[src/rtl/wlo_ctrl_unit.sv]
// Host command controller for the word-length-optimisation emulator: decodes RX byte
// commands, commits switch banks atomically through a shadow bank, and streams
// ACK/NAK, MSE results and switch readback over a ready/valid TX port.
module wlo_ctrl_unit #(
  parameter int         NUM_CHAN   = 15,
  parameter int         SW_W       = 8,
  parameter int         MSE_BYTES  = 8,
  parameter logic [7:0] SW_RST     = 8'h1E,
  parameter int         RX_TIMEOUT = 65535,
  parameter int         RST_CYCLES = 4
) (
  input  logic                           clk,
  input  logic                           rstn,
  input  logic                           com_rxvalid,
  input  logic [7:0]                     com_rxdata,
  output logic                           com_txvalid,
  input  logic                           com_txready,
  output logic [7:0]                     com_txdata,
  input  logic [8*MSE_BYTES-1:0]         mse_data,
  input  logic                           mse_valid,
  output logic [NUM_CHAN-1:0][SW_W-1:0]  sw_int,
  output logic [NUM_CHAN-1:0][SW_W-1:0]  sw_frac,
  output logic                           start,
  output logic                           soft_rstn,
  output logic                           busy
);

  localparam logic [7:0] CMD_START = 8'h01;
  localparam logic [7:0] CMD_FRAC  = 8'h02;
  localparam logic [7:0] CMD_INT   = 8'h03;
  localparam logic [7:0] CMD_RST   = 8'h04;
  localparam logic [7:0] CMD_RB    = 8'h05;
  localparam logic [7:0] CMD_MSE   = 8'h06;
  localparam logic [7:0] ACK_BYTE  = 8'hA5;
  localparam logic [7:0] NAK_BYTE  = 8'hEE;

  localparam int RB_BYTES = 2 * NUM_CHAN;
  localparam int CNT_A    = (RB_BYTES > MSE_BYTES) ? RB_BYTES : MSE_BYTES;
  localparam int CNT_MAX  = (CNT_A > RST_CYCLES) ? CNT_A : RST_CYCLES;
  localparam int CNT_W    = $clog2(CNT_MAX + 1);
  localparam int TMO_W    = $clog2(RX_TIMEOUT + 1);

  localparam logic [SW_W-1:0] SW_RST_VAL = SW_RST[SW_W-1:0];

  typedef enum logic [3:0] {
    IDLE,
    RX_PAY,
    COMMIT,
    TX_ACK,
    TX_NAK,
    TX_MSE,
    TX_RB,
    PULSE_START,
    PULSE_RST
  } state_t;

  state_t                         state;
  state_t                         state_n;
  logic [CNT_W-1:0]               cnt;
  logic [CNT_W-1:0]               cnt_n;
  logic [TMO_W-1:0]               tmo_cnt;
  logic                           tmo_hit;
  logic                           sel_int;
  logic [NUM_CHAN-1:0][SW_W-1:0]  shadow;
  logic [8*MSE_BYTES-1:0]         mse_buf;
  logic [8*MSE_BYTES-1:0]         mse_tx;
  logic [8*MSE_BYTES-1:0]         mse_src;
  logic                           pending;
  logic                           rst_cmd;
  logic                           tx_done;
  logic                           tx_load;
  logic                           tx_next;
  logic [7:0]                     tx_byte;

  assign tx_done = com_txvalid && com_txready;
  assign tmo_hit = (state == RX_PAY) && !com_rxvalid &&
                   (tmo_cnt == TMO_W'(RX_TIMEOUT - 1));
  assign rst_cmd = (state == IDLE) && com_rxvalid && (com_rxdata == CMD_RST);

  always_comb begin
    // NOTE: defaults first on every combinational output so no path leaves one unassigned (no latch).
    state_n = state;
    cnt_n   = cnt;
    case (state)
      IDLE: begin
        if (com_rxvalid) begin
          case (com_rxdata)
            CMD_START:         state_n = PULSE_START;
            CMD_FRAC, CMD_INT: state_n = RX_PAY;
            CMD_RST:           state_n = PULSE_RST;
            CMD_RB:            state_n = TX_RB;
            CMD_MSE:           state_n = TX_MSE;
            default:           state_n = TX_NAK;
          endcase
        end else if (pending) begin
          state_n = TX_MSE;
        end
      end
      RX_PAY: begin
        if (com_rxvalid) begin
          if (cnt == CNT_W'(NUM_CHAN - 1)) begin
            state_n = COMMIT;
            cnt_n   = '0;
          end else begin
            cnt_n = cnt + 1'b1;
          end
        end else if (tmo_hit) begin
          state_n = TX_NAK;
          cnt_n   = '0;
        end
      end
      COMMIT: state_n = TX_ACK;
      TX_ACK, TX_NAK: begin
        if (tx_done) begin
          state_n = IDLE;
          cnt_n   = '0;
        end
      end
      TX_MSE: begin
        if (tx_done) begin
          if (cnt == CNT_W'(MSE_BYTES - 1)) begin
            state_n = IDLE;
            cnt_n   = '0;
          end else begin
            cnt_n = cnt + 1'b1;
          end
        end
      end
      TX_RB: begin
        if (tx_done) begin
          if (cnt == CNT_W'(RB_BYTES - 1)) begin
            state_n = IDLE;
            cnt_n   = '0;
          end else begin
            cnt_n = cnt + 1'b1;
          end
        end
      end
      PULSE_START: begin
        state_n = IDLE;
        cnt_n   = '0;
      end
      PULSE_RST: begin
        if (cnt == CNT_W'(RST_CYCLES - 1)) begin
          state_n = IDLE;
          cnt_n   = '0;
        end else begin
          cnt_n = cnt + 1'b1;
        end
      end
      default: begin
        state_n = IDLE;
        cnt_n   = '0;
      end
    endcase
  end

  // Byte to present next: chosen from the state/counter we are about to enter.
  // An MSE send reads its snapshot so a newer strobe cannot tear a frame in flight.
  always_comb begin
    tx_byte = '0;
    mse_src = (state == TX_MSE) ? mse_tx : mse_buf;
    tx_next = (state_n == TX_ACK) || (state_n == TX_NAK) ||
              (state_n == TX_MSE) || (state_n == TX_RB);
    tx_load = (state_n != state) || tx_done;
    case (state_n)
      TX_ACK: tx_byte = ACK_BYTE;
      TX_NAK: tx_byte = NAK_BYTE;
      TX_MSE: begin
        for (int b = 0; b < MSE_BYTES; b++) begin
          if (cnt_n == CNT_W'(b)) tx_byte = mse_src[8*b +: 8];
        end
      end
      TX_RB: begin
        for (int c = 0; c < NUM_CHAN; c++) begin
          if (cnt_n == CNT_W'(c))            tx_byte = 8'(sw_frac[c]);
          if (cnt_n == CNT_W'(NUM_CHAN + c)) tx_byte = 8'(sw_int[c]);
        end
      end
      default: tx_byte = '0;
    endcase
  end

  always_ff @(posedge clk) begin
    if (!rstn) begin
      state       <= IDLE;
      cnt         <= '0;
      tmo_cnt     <= '0;
      sel_int     <= 1'b0;
      com_txvalid <= 1'b0;
      com_txdata  <= '0;
      start       <= 1'b0;
      soft_rstn   <= 1'b1;
      busy        <= 1'b0;
      // NOTE: the shadow and switch banks are plain registers with a defined reset value, so they are reset here like any other state.
      shadow      <= {NUM_CHAN{SW_RST_VAL}};
      sw_int      <= {NUM_CHAN{SW_RST_VAL}};
      sw_frac     <= {NUM_CHAN{SW_RST_VAL}};
      mse_buf     <= '0;
      mse_tx      <= '0;
      pending     <= 1'b0;
    end else begin
      state       <= state_n;
      cnt         <= cnt_n;
      com_txvalid <= tx_next;
      if (tx_load) com_txdata <= tx_byte;
      start       <= (state_n == PULSE_START);
      soft_rstn   <= (state_n != PULSE_RST);
      busy        <= (state_n != IDLE);

      tmo_cnt <= (state == RX_PAY && !com_rxvalid) ? tmo_cnt + 1'b1 : '0;

      if (state == IDLE && com_rxvalid) sel_int <= (com_rxdata == CMD_INT);

      if (state == RX_PAY && com_rxvalid) begin
        for (int c = 0; c < NUM_CHAN; c++) begin
          if (cnt == CNT_W'(c)) shadow[c] <= com_rxdata[SW_W-1:0];
        end
      end else if (tmo_hit) begin
        shadow <= sel_int ? sw_int : sw_frac;
      end

      if (state == COMMIT) begin
        if (sel_int) sw_int  <= shadow;
        else         sw_frac <= shadow;
      end

      if (mse_valid) mse_buf <= mse_data;
      if (state != TX_MSE && state_n == TX_MSE) mse_tx <= mse_buf;

      // A RESET command discards the result even if it was strobed in that same cycle.
      // Otherwise pending drops once the send starts; a strobe during the send re-arms it.
      if (rst_cmd)                                   pending <= 1'b0;
      else if (mse_valid)                            pending <= 1'b1;
      else if (state != TX_MSE && state_n == TX_MSE) pending <= 1'b0;
    end
  end

endmodule

[config.mk]
export PLATFORM = sky130hd
export DESIGN_NAME = wlo_ctrl_unit
export DESIGN_NICKNAME = d
export VERILOG_FILES = /design/src/rtl/wlo_ctrl_unit.sv
export SDC_FILE = /design/constraint.sdc
export NUM_CORES = 1
export LEC_CHECK = 0
export ABC_AREA = 1
export BUFFER_PORTS_ARGS = -buffer_cell sky130_fd_sc_hd__buf_2
export CAP_MARGIN = 10
export CORE_UTILIZATION = 45
export DETAILED_ROUTE_END_ITERATION = 6
export SLEW_MARGIN = 5
export SYNTH_ARGS = -nofsm -noshare
export SYNTH_HDL_FRONTEND = slang
export SYNTH_SLANG_ARGS = --single-unit
export TNS_END_PERCENT = 20
[constraint.sdc]
create_clock -name clk -period 9.3 [get_ports clk]
set_clock_uncertainty 0.1 [all_clocks]
set_input_delay 1.86 -clock clk [delete_from_list [all_inputs] [get_ports clk]]
set_output_delay 1.86 -clock clk [all_outputs]
set_load 0.03 [all_outputs]
# Word-level counts from Yosys, hierarchy flattened
# Cells that the tools add are included.
[totals]
register_bits = 527
latchBits = 0
ramBits = 0
mem_bits_ro = 0
output_inout_bits = 252
word_cells = 265
memories = 0
[classes]
addsub = 2
mul = 0
div = 0
n_lt_le_gt_ge = 0
n_eq_ne = 81
shift = 0
muxes = 83
n_bitwise = 2
n_reduce_logical = 40
[ops]
columns = ["op", "count"]
rows = [
  ["2-to-1 mux 8 bit", 53],
  ["2-to-1 mux 120 bit", 3],
  ["== test 5 x 4 -> 1 bit (second input constant)", 15],
  ["== test 5 bit (second input constant)", 15],
  ["2-to-1 mux 64 bit", 1],
  ["2-to-1 mux 5 bit", 9],
  ["2-to-1 mux 4 bit", 11],
  ["== test 5 x 3 -> 1 bit (second input constant)", 8],
  ["AND reduction 2 bit", 18],
  ["one-hot mux 8 bit (4 select lines)", 1],
  ["one-hot mux 5 bit (6 select lines)", 1],
  ["== test 4 x 3 -> 1 bit (second input constant)", 7],
  ["inequality test 2 x 1 -> 1 bit (second input constant)", 14],
  ["one-hot mux 4 bit (7 select lines)", 1],
  ["== test 8 x 3 -> 1 bit (second input constant)", 3],
  ["== test 5 x 2 -> 1 bit (second input constant)", 4],
  ["one-hot mux 4 bit (5 select lines)", 1],
  ["adder 16 x 1 -> 16 bit (second input constant)", 1],
  ["== test 16 bit (second input constant)", 1],
  ["== test 8 x 2 -> 1 bit (second input constant)", 2],
  ["== test 4 x 2 -> 1 bit (second input constant)", 3],
  ["== test 5 x 1 -> 1 bit (second input constant)", 2],
  ["zero test 5 bit", 2],
  ["== test 8 x 1 -> 1 bit (second input constant)", 1],
  ["16 further kinds", 31],
]

# Longest topological paths before layout
# Gate-level depths: netlist of the first run.
[logic_depth]
depth_word = 38
ltp_mapped = 39
ltp_nobuf = 39

# Least setup slack after synthesis of the first run
# Ideal clock, no wire load.
[synth_timing]
path_kind = "input to register"
startpoint = "input port com_txready"
endpoint = "register com_txdata[3]"
setup_time_ns = 0.132
arrival_time_ns = 4.247
slack_ns = 4.820
path_stages = 31
path_buffers = 2
path_cell_list = "nand2_1 > inv_1 > nand3_1 > nand2_1 > o21ai_1 > nand2_2 > nor2_4 > buf_6 > nand3_1 > buf_2 > or2_0 > nand2_1 > nand4_1 > nand2_1 > nand4_1 > nand2_1 > nand2_1 > nand2_1 > nand4_1 > nand2_1 > nand2_1 > nand2_1 > nand2_1 > nand2_1 > nand2_1 > nand2_1 > nand2_1 > nand2_1 > nand2_1 > nand2_1 > a21oi_1"
[synth_between]
elab_chain_len = 35
elab_cells_between_ends = 84
cone_classes = "eq/ne (34); mux (47); reduce/logical (3)"
[synth_rtl]
columns = ["item", "line", "text"]
rows = [
  ["from (decl)", "17", "input logic com_txready,"],
  ["logical AND 1 bit (*)", "75", "assign tx_done = com_txvalid && com_txready;"],
  ["2-to-1 mux 5 bit (on tied branches)", "130, 114, 120", ""],
  ["one-hot mux 5 bit (6 select lines)", "84", "case (state)"],
  ["zero test 5 bit", "171, 176", ""],
  ["2-to-1 mux 8 bit", "176", "if (cnt_n == CNT_W'(c)) tx_byte = 8'(sw_frac[c]);"],
  ["2-to-1 mux 8 bit", "177", "if (cnt_n == CNT_W'(NUM_CHAN + c)) tx_byte = 8'(sw_int[c]);"],
  ["2-to-1 mux 8 bit", "176", ""],
  ["2-to-1 mux 8 bit", "177", ""],
  ["[... 19 more ...]", "--", ""],
  ["2-to-1 mux 8 bit", "177", ""],
  ["2-to-1 mux 8 bit", "176", ""],
  ["2-to-1 mux 8 bit", "177", ""],
  ["2-to-1 mux 8 bit", "176", ""],
  ["2-to-1 mux 8 bit", "177", ""],
  ["2-to-1 mux 8 bit", "176", ""],
  ["2-to-1 mux 8 bit", "177", ""],
  ["one-hot mux 8 bit (4 select lines)", "166", "case (state_n)"],
  ["to (signal assigned)", "206", "if (tx_load) com_txdata <= tx_byte;"],
  ["to (decl)", "18", "output logic [7:0] com_txdata,"],
]
# Every way passes the cells marked *; elsewhere a longest branch is shown, timed or not.
# A chain may end at the register's enable or synchronous reset.

# Worst setup path after layout of the first run
[layout_timing]
startpoint = "input port com_txready"
endpoint = "register com_txdata[2]"
# The elaborated chain is that of the path after synthesis.

==> results.py, run 1 <==
metrics = {
    "drt": {
        "wl_um": 86700,
        "vias": 24435,
        "remaining_drc_errors": 0,
        "routedWlPerCell_um": 19.3,
        "ant_nets": 0,
        "routed_via_density": 5.45,
        "drt_first_pass_iters": 6,
        "drt-initial-drc-count": 2348,
    },
    "pwr": {
        "pwr_density_cell_mw_per_mm2": 248,
        "leakagePower_nw": 12.0,
        "ir_worst_vdd_uv": 151,
        "power_mw": 6.99,
    },
    "place": {
        "port_buffers": 328,
        "dp_hpwl_um": 59300,
        "globalplace.congestion": 0.905,
        "dp_cells": 4389,
    },
    "worst_setup_path": {
        "required_ns": 9.67,
        "path_max_fanout": 11,
        "critPathKind": "primary input to flop",
        "end_kind": "flop",
        "reg2reg_from": "state[2]",
        "critPathMaxStageDelay_ns": 0.52,
        "cp.arrival_ns": 5.62,
        "crit_path_start_kind": "primary input",
        "r2r_slack_ns": 4.39,
        "r2r_cells": 29,
        "cp_common_cell": "nand2_1",
        "cp_slowest_cell": "nand3_1",
        "crit_path_start": "com_txready",
        "r2r-end": "com_txdata[2]",
    },
    "grt": {
        "grt_max_degree": 180,
        "grt_pass1_wl_um": 131000,
        "grt_pass1_vias": 21580,
        "grt_antenna_before_repair": 4,
        "grt_remaining_overflow": 0,
        "grt_use_total": 0.304,
    },
    "clocking": {
        "clockRootBuffer": "clkbuf_16",
        "cts_tree": "done",
        "clk_latency_ns": 0.62,
        "post_cts_buffers": 0,
        "h-tree-depth": 2,
        "clkTransAtPathRegs_ns": 0.06,
        "clkSinkCount": 527,
        "ctsLongestPathBuffers": 3,
        "post_cts_resized": 0,
        "ctsHoldBuffers": 0,
        "cts_buffers": 57,
    },
    "synthesis": {
        "ys_warn_count": 0,
        "yosys-top-cells-count": "nand2_1 (858), dfxtp_1 (527), o21ai_0 (521)",
        "ys.flop_type": "dfxtp_1",
        "yosysSeqAreaShare": 0.431,
        "ys_async_sr_fraction": 0,
        "ys_ff_latch": 527,
        "synth_largest_area_cell": "dfxtp_1",
        "syn_area_mm2": 0.0245,
        "synth_edf_count": 0,
        "synth.area.top_cells": "dfxtp_1 (43%), nand2_1 (13%), o21ai_0 (11%)",
        "yosysMostFrequentCell": "nand2_1",
        "syn_inst": 3571,
        "synth_cell_types": 50,
        "syn-mean-instance-area_um2": 6.85,
        "synth_nets": 3654,
        "synth_top_area_frac": 0.431,
    },
    "timing": {
        "fin_setup_tns_ns": 0,
        "setup_violations": 0,
        "rsz0062_at_grt": "no",
        "min_period_ns": 5.25,
        "period_share": 0.564,
        "fmax_ghz": 0.190,
        "tightest_slew_ns": 1.19,
        "drv_slew": 0,
        "final_hold_viol_count": 0,
        "slew_headroom": 0.202,
    },
    "floorplan": {
        "core-area_mm2": 0.0538,
        "dieArea_mm2": 0.0553,
        "initial_core_util": 0.455,
        "die_x_um": 235,
        "die_h_um": 235,
        "fp-row-count": 85,
        "ios": 329,
    },
    "worst_hold_path": {
        "hold_path_depth": 2,
        "hp-class": "flop to flop",
        "min_from": "mse_tx[30]",
        "hold-path-endpoint": "mse_tx[30]",
    },
    "run": {
        "maxCapViolCount": 0,
    },
    "cells_and_area": {
        "drive_gt1_frac": 0.141,
        "fillCellCount": 5521,
        "register_area_mm2": 0.0106,
        "post-route-util": 0.523,
        "syn_to_final_growth_pct": 15.1,
        "final_cells": 4487,
        "final_nets": 3836,
        "multi_input_area_mm2": 0.0117,
    },
    "outcome": {
        "status": "completed",
    },
}
## layout by cell type (no fill, tap or decap), types with 8 or more instances in the layout
cell	instances
buf_4	20
a31oi_1	67
xor2_1	8
nand2_1	856
a211oi_1	26
o211ai_1	67
nand4_1	34
clkbuf_8	15
dfxtp_1	526
o31ai_1	21
nand2_2	16
a21oi_1	193
nor2_1	348
inv_2	23
inv_1	329
a221oi_1	12
nor2_4	10
o21ai_0	521
nand3_1	162
o21ai_1	18
or2_2	17
buf_2	328
clkbuf_16	59
clkbuf_1	10
## through the flow
step	instance area [um2]	setup slack, ns	hold WS [ns]
global placement	26300	3.49	0.339
global route	28200	3.72	0.373
floorplan	24500	4.82	0.330
finish	28200	4.05	0.351
CTS	28200	4.02	0.354
detailed placement	26300	3.39	0.345
## cells by family after synthesis
kind of cell,after synthesis,synth area share
AND/OR/NAND/NOR,1493,0.255
flip-flops,527,0.431
AO/OA/AOI/OAI,951,0.215
XOR/XNOR,10,0.00358
adder cells (fa/ha/maj),6,0.00307
buffers and inverters,584,0.0920
## worst max path at each step
| stage | to | depth (start not counted) |
|---|---|---|
| 3_5_place_dp | mse_tx[16] | 14 |
| 3_3_place_gp | mse_tx[21] | 14 |
| 5_1_grt | com_txdata[2] | 30 |
| 4_1_cts | mse_tx[16] | 14 |
| 2_1_floorplan | com_txdata[3] | 31 |
| 6_report | com_txdata[2] | 30 |
## layout make-up
type / instances / area share
well taps: 696 / 0.0309
multi-input cells: 2460 / 0.416
inverters: 357 / 0.0478
flip-flops and latches: 527 / 0.375
diodes: 2 / 0.000178
repair buffers: 350 / 0.0649
clock inverters: 11 / 0.00475
clock buffers: 84 / 0.0611
## per-layer routing
metal  track usage  share of wire  wire, um
met1         0.402           0.43     37200
met2         0.489           0.46     40000
met3        0.0511          0.068      5890
met4         0.128          0.042      3620
met5             0              0         0
## critical path: cells and delay by family
kind,cells,cell delay (ns)
AOI/OAI and AO/OA,2,0.23
buffers and inverters,2,0.26
and+or+nand+nor,26,3.26
## state kept, by name, indices dropped and copies added, names as in the netlist
signal / flops
mse_buf: 64
state: 4
start: 1
com_txvalid: 1
pending: 1
mse_tx: 64
sw_int: 120
busy: 1
cnt: 5
tmo_cnt: 16
shadow: 120
sel_int: 1
com_txdata: 8
soft_rstn: 1
sw_frac: 120
## report_power, final
part           internal (mW)  switching (mW)
logic                  0.579            1.46
registers               2.48           0.178
clock network           1.35           0.944
No activity file was read; power rests on OpenSTA's default activity.
==> inputs of run 2 (changes only) <==
PLACE_DENSITY = 0.67   (was not set)
clock period = 4.4 ns   (was 9.3 ns; I/O delays follow)
==> results.py, run 2 (same netlist as run 1, synthesis figures left out) <==
metrics = {
    "cells_and_area": {
        "drive_gt1_frac": 0.155,
        "final_area_mm2": 0.0288,
        "layout_common_cells": "nand2_1 (856), dfxtp_1 (525), o21ai_0 (521)",
        "final_nets": 3886,
        "post-route-util": 0.535,
        "reg_top3": "shadow (120), sw_frac (120), sw_int (120)",
        "syn_to_final_growth_pct": 17.8,
        "fillCellCount": 5350,
        "final_common_cell": "nand2_1",
    },
    "worst_hold_path": {
        "min_from": "mse_tx[35]",
        "hold-path-endpoint": "mse_tx[35]",
        "hold_path_depth": 2,
        "hp-class": "flop to flop",
    },
    "worst_setup_path": {
        "r2r_slack_ns": 0.37,
        "r2r-end": "com_txdata[1]",
        "end_kind": "flop",
        "reg2reg_from": "cnt[0]",
        "critPathKind": "flop to flop",
        "cp_common_cell": "nand2_1",
        "r2r_cells": 35,
        "crit_path_start_kind": "flop",
        "cp_slowest_cell": "dfxtp_2",
        "required_ns": 4.79,
        "crit_path_start": "cnt[0]",
        "path_max_fanout": 15,
        "cp.arrival_ns": 4.42,
        "critPathMaxStageDelay_ns": 0.37,
    },
    "run": {
        "maxCapViolCount": 0,
    },
    "floorplan": {
        "fp-row-count": 85,
        "initial_core_util": 0.455,
        "core-area_mm2": 0.0538,
        "die_h_um": 235,
        "die_x_um": 235,
        "dieArea_mm2": 0.0553,
        "ios": 329,
    },
    "timing": {
        "period_share": 0.916,
        "slew_headroom": 0.247,
        "min_period_ns": 4.03,
        "drv_slew": 0,
        "fin_ws_ns": 0.371,
        "fmax_ghz": 0.248,
        "final_hold_viol_count": 0,
        "tightest_slew_ns": 1.13,
        "hold_ws_ns": 0.351,
        "setup_violations": 0,
        "rsz0062_at_grt": "no",
    },
    "clocking": {
        "clkTransAtPathRegs_ns": 0.07,
        "clockRootBuffer": "clkbuf_16",
        "clkSinkCount": 527,
        "cts_tree": "done",
        "ctsLongestPathBuffers": 3,
        "clk_latency_ns": 0.65,
        "h-tree-depth": 2,
        "cts_buffers": 57,
    },
    "drt": {
        "drt-initial-drc-count": 2786,
        "wl_um": 86800,
        "remaining_drc_errors": 0,
        "drt_first_pass_iters": 6,
        "vias": 24702,
        "ant_nets": 0,
        "routed_via_density": 5.43,
        "routedWlPerCell_um": 19.1,
    },
    "place": {
        "port_buffers": 328,
        "preCtsSetupSlack_ns": -0.0487,
        "dp_hpwl_um": 59800,
        "place_area_mm2": 0.0267,
        "globalplace.congestion": 0.927,
    },
    "grt": {
        "grt_max_degree": 243,
        "grt_use_total": 0.305,
        "grt_remaining_overflow": 0,
        "grt_pass1_wl_um": 131000,
        "grt_pass1_vias": 21943,
        "grt_antenna_before_repair": 3,
    },
    "pwr": {
        "pwr_density_cell_mw_per_mm2": 536,
        "ir_worst_vdd_uv": 351,
        "power_mw": 15.5,
        "leakagePower_nw": 12.4,
    },
    "outcome": {
        "status": "completed",
    },
}
-- run 2: cell types whose count changed in the layout (fill, tap and decap cells not counted), moves of 2 or more --
cell        previous run  this run
buf_4                 20        64
buf_12                 1         8
clkinv_2               7        14
bufinv_16              3         7
clkbuf_8              15        12
clkinvlp_4             0         3
clkinv_8               0         2
-- run 2: repair_timing --
| item | 4_1_cts | 5_1_grt |
|---|---|---|
| resized for setup | 0 | 6 |
| hold buffers | 0 | 0 |
| endpoints found under the setup margin | 0 | 8 |
| buffers inserted | 0 | 1 |
-- run 2: critical path, delay by kind of cell (launching register included) --
family,cells,cell delay (ns)
AOI/OAI and AO/OA,3,0.49
DFF,1,0.37
buffers and inverters,3,0.44
and+or+nand+nor,28,2.33
adders and majority gates,1,0.16
-- run 2: where the power goes --
group	switching, mW	internal, mW	total (mW)	leakage, nW
Clock	2.07	3.04	5.11	0.990
Combinational	3.20	1.52	4.72	7.12
Sequential	0.386	5.24	5.63	4.28
Total	5.66	9.80	15.5	12.4
-- run 2: worst max path at each step --
| stage | endpoint |
|---|---|
| after floorplan | com_txdata[3] |
| after global placement | com_txdata[3] |
| after detailed placement | com_txdata[3] |
| after CTS | com_txdata[3] |
| after global routing | com_txdata[1] |
| final | com_txdata[1] |
-- run 2: layout make-up --
cell class / count / area [um2] / area share
Sequential cell: 527 / 10600 / 0.366
Clock inverter: 28 / 359 / 0.0125
Timing Repair Buffer: 400 / 2290 / 0.0796
Inverter: 357 / 1350 / 0.0468
Antenna cell: 2 / 5.00 / 0.000174
Multi-Input combinational cell: 2460 / 11700 / 0.407
Tap cell: 696 / 871 / 0.0302
Clock buffer: 79 / 1650 / 0.0573
-- run 2: metrics by stage --
| step | setup TNS [ns] | cells |
|---|---|---|
| 4_1_cts | 0 | 4546 |
| 5_1_grt | 0 | 4548 |
| 3_5_place_dp | -0.0947 | 4439 |
| 6_report | 0 | 4549 |
| 3_3_place_gp | 0 | 4439 |
| 2_1_floorplan | 0 | 3571 |
-- run 2: layer usage --
metal	up-vias	wire, um	global-route usage
met3	188	7290	0.0600
li1	12234	-	-
met2	1067	39400	0.489
met5	-	13	0
met1	11211	36400	0.397
met4	2	3670	0.135
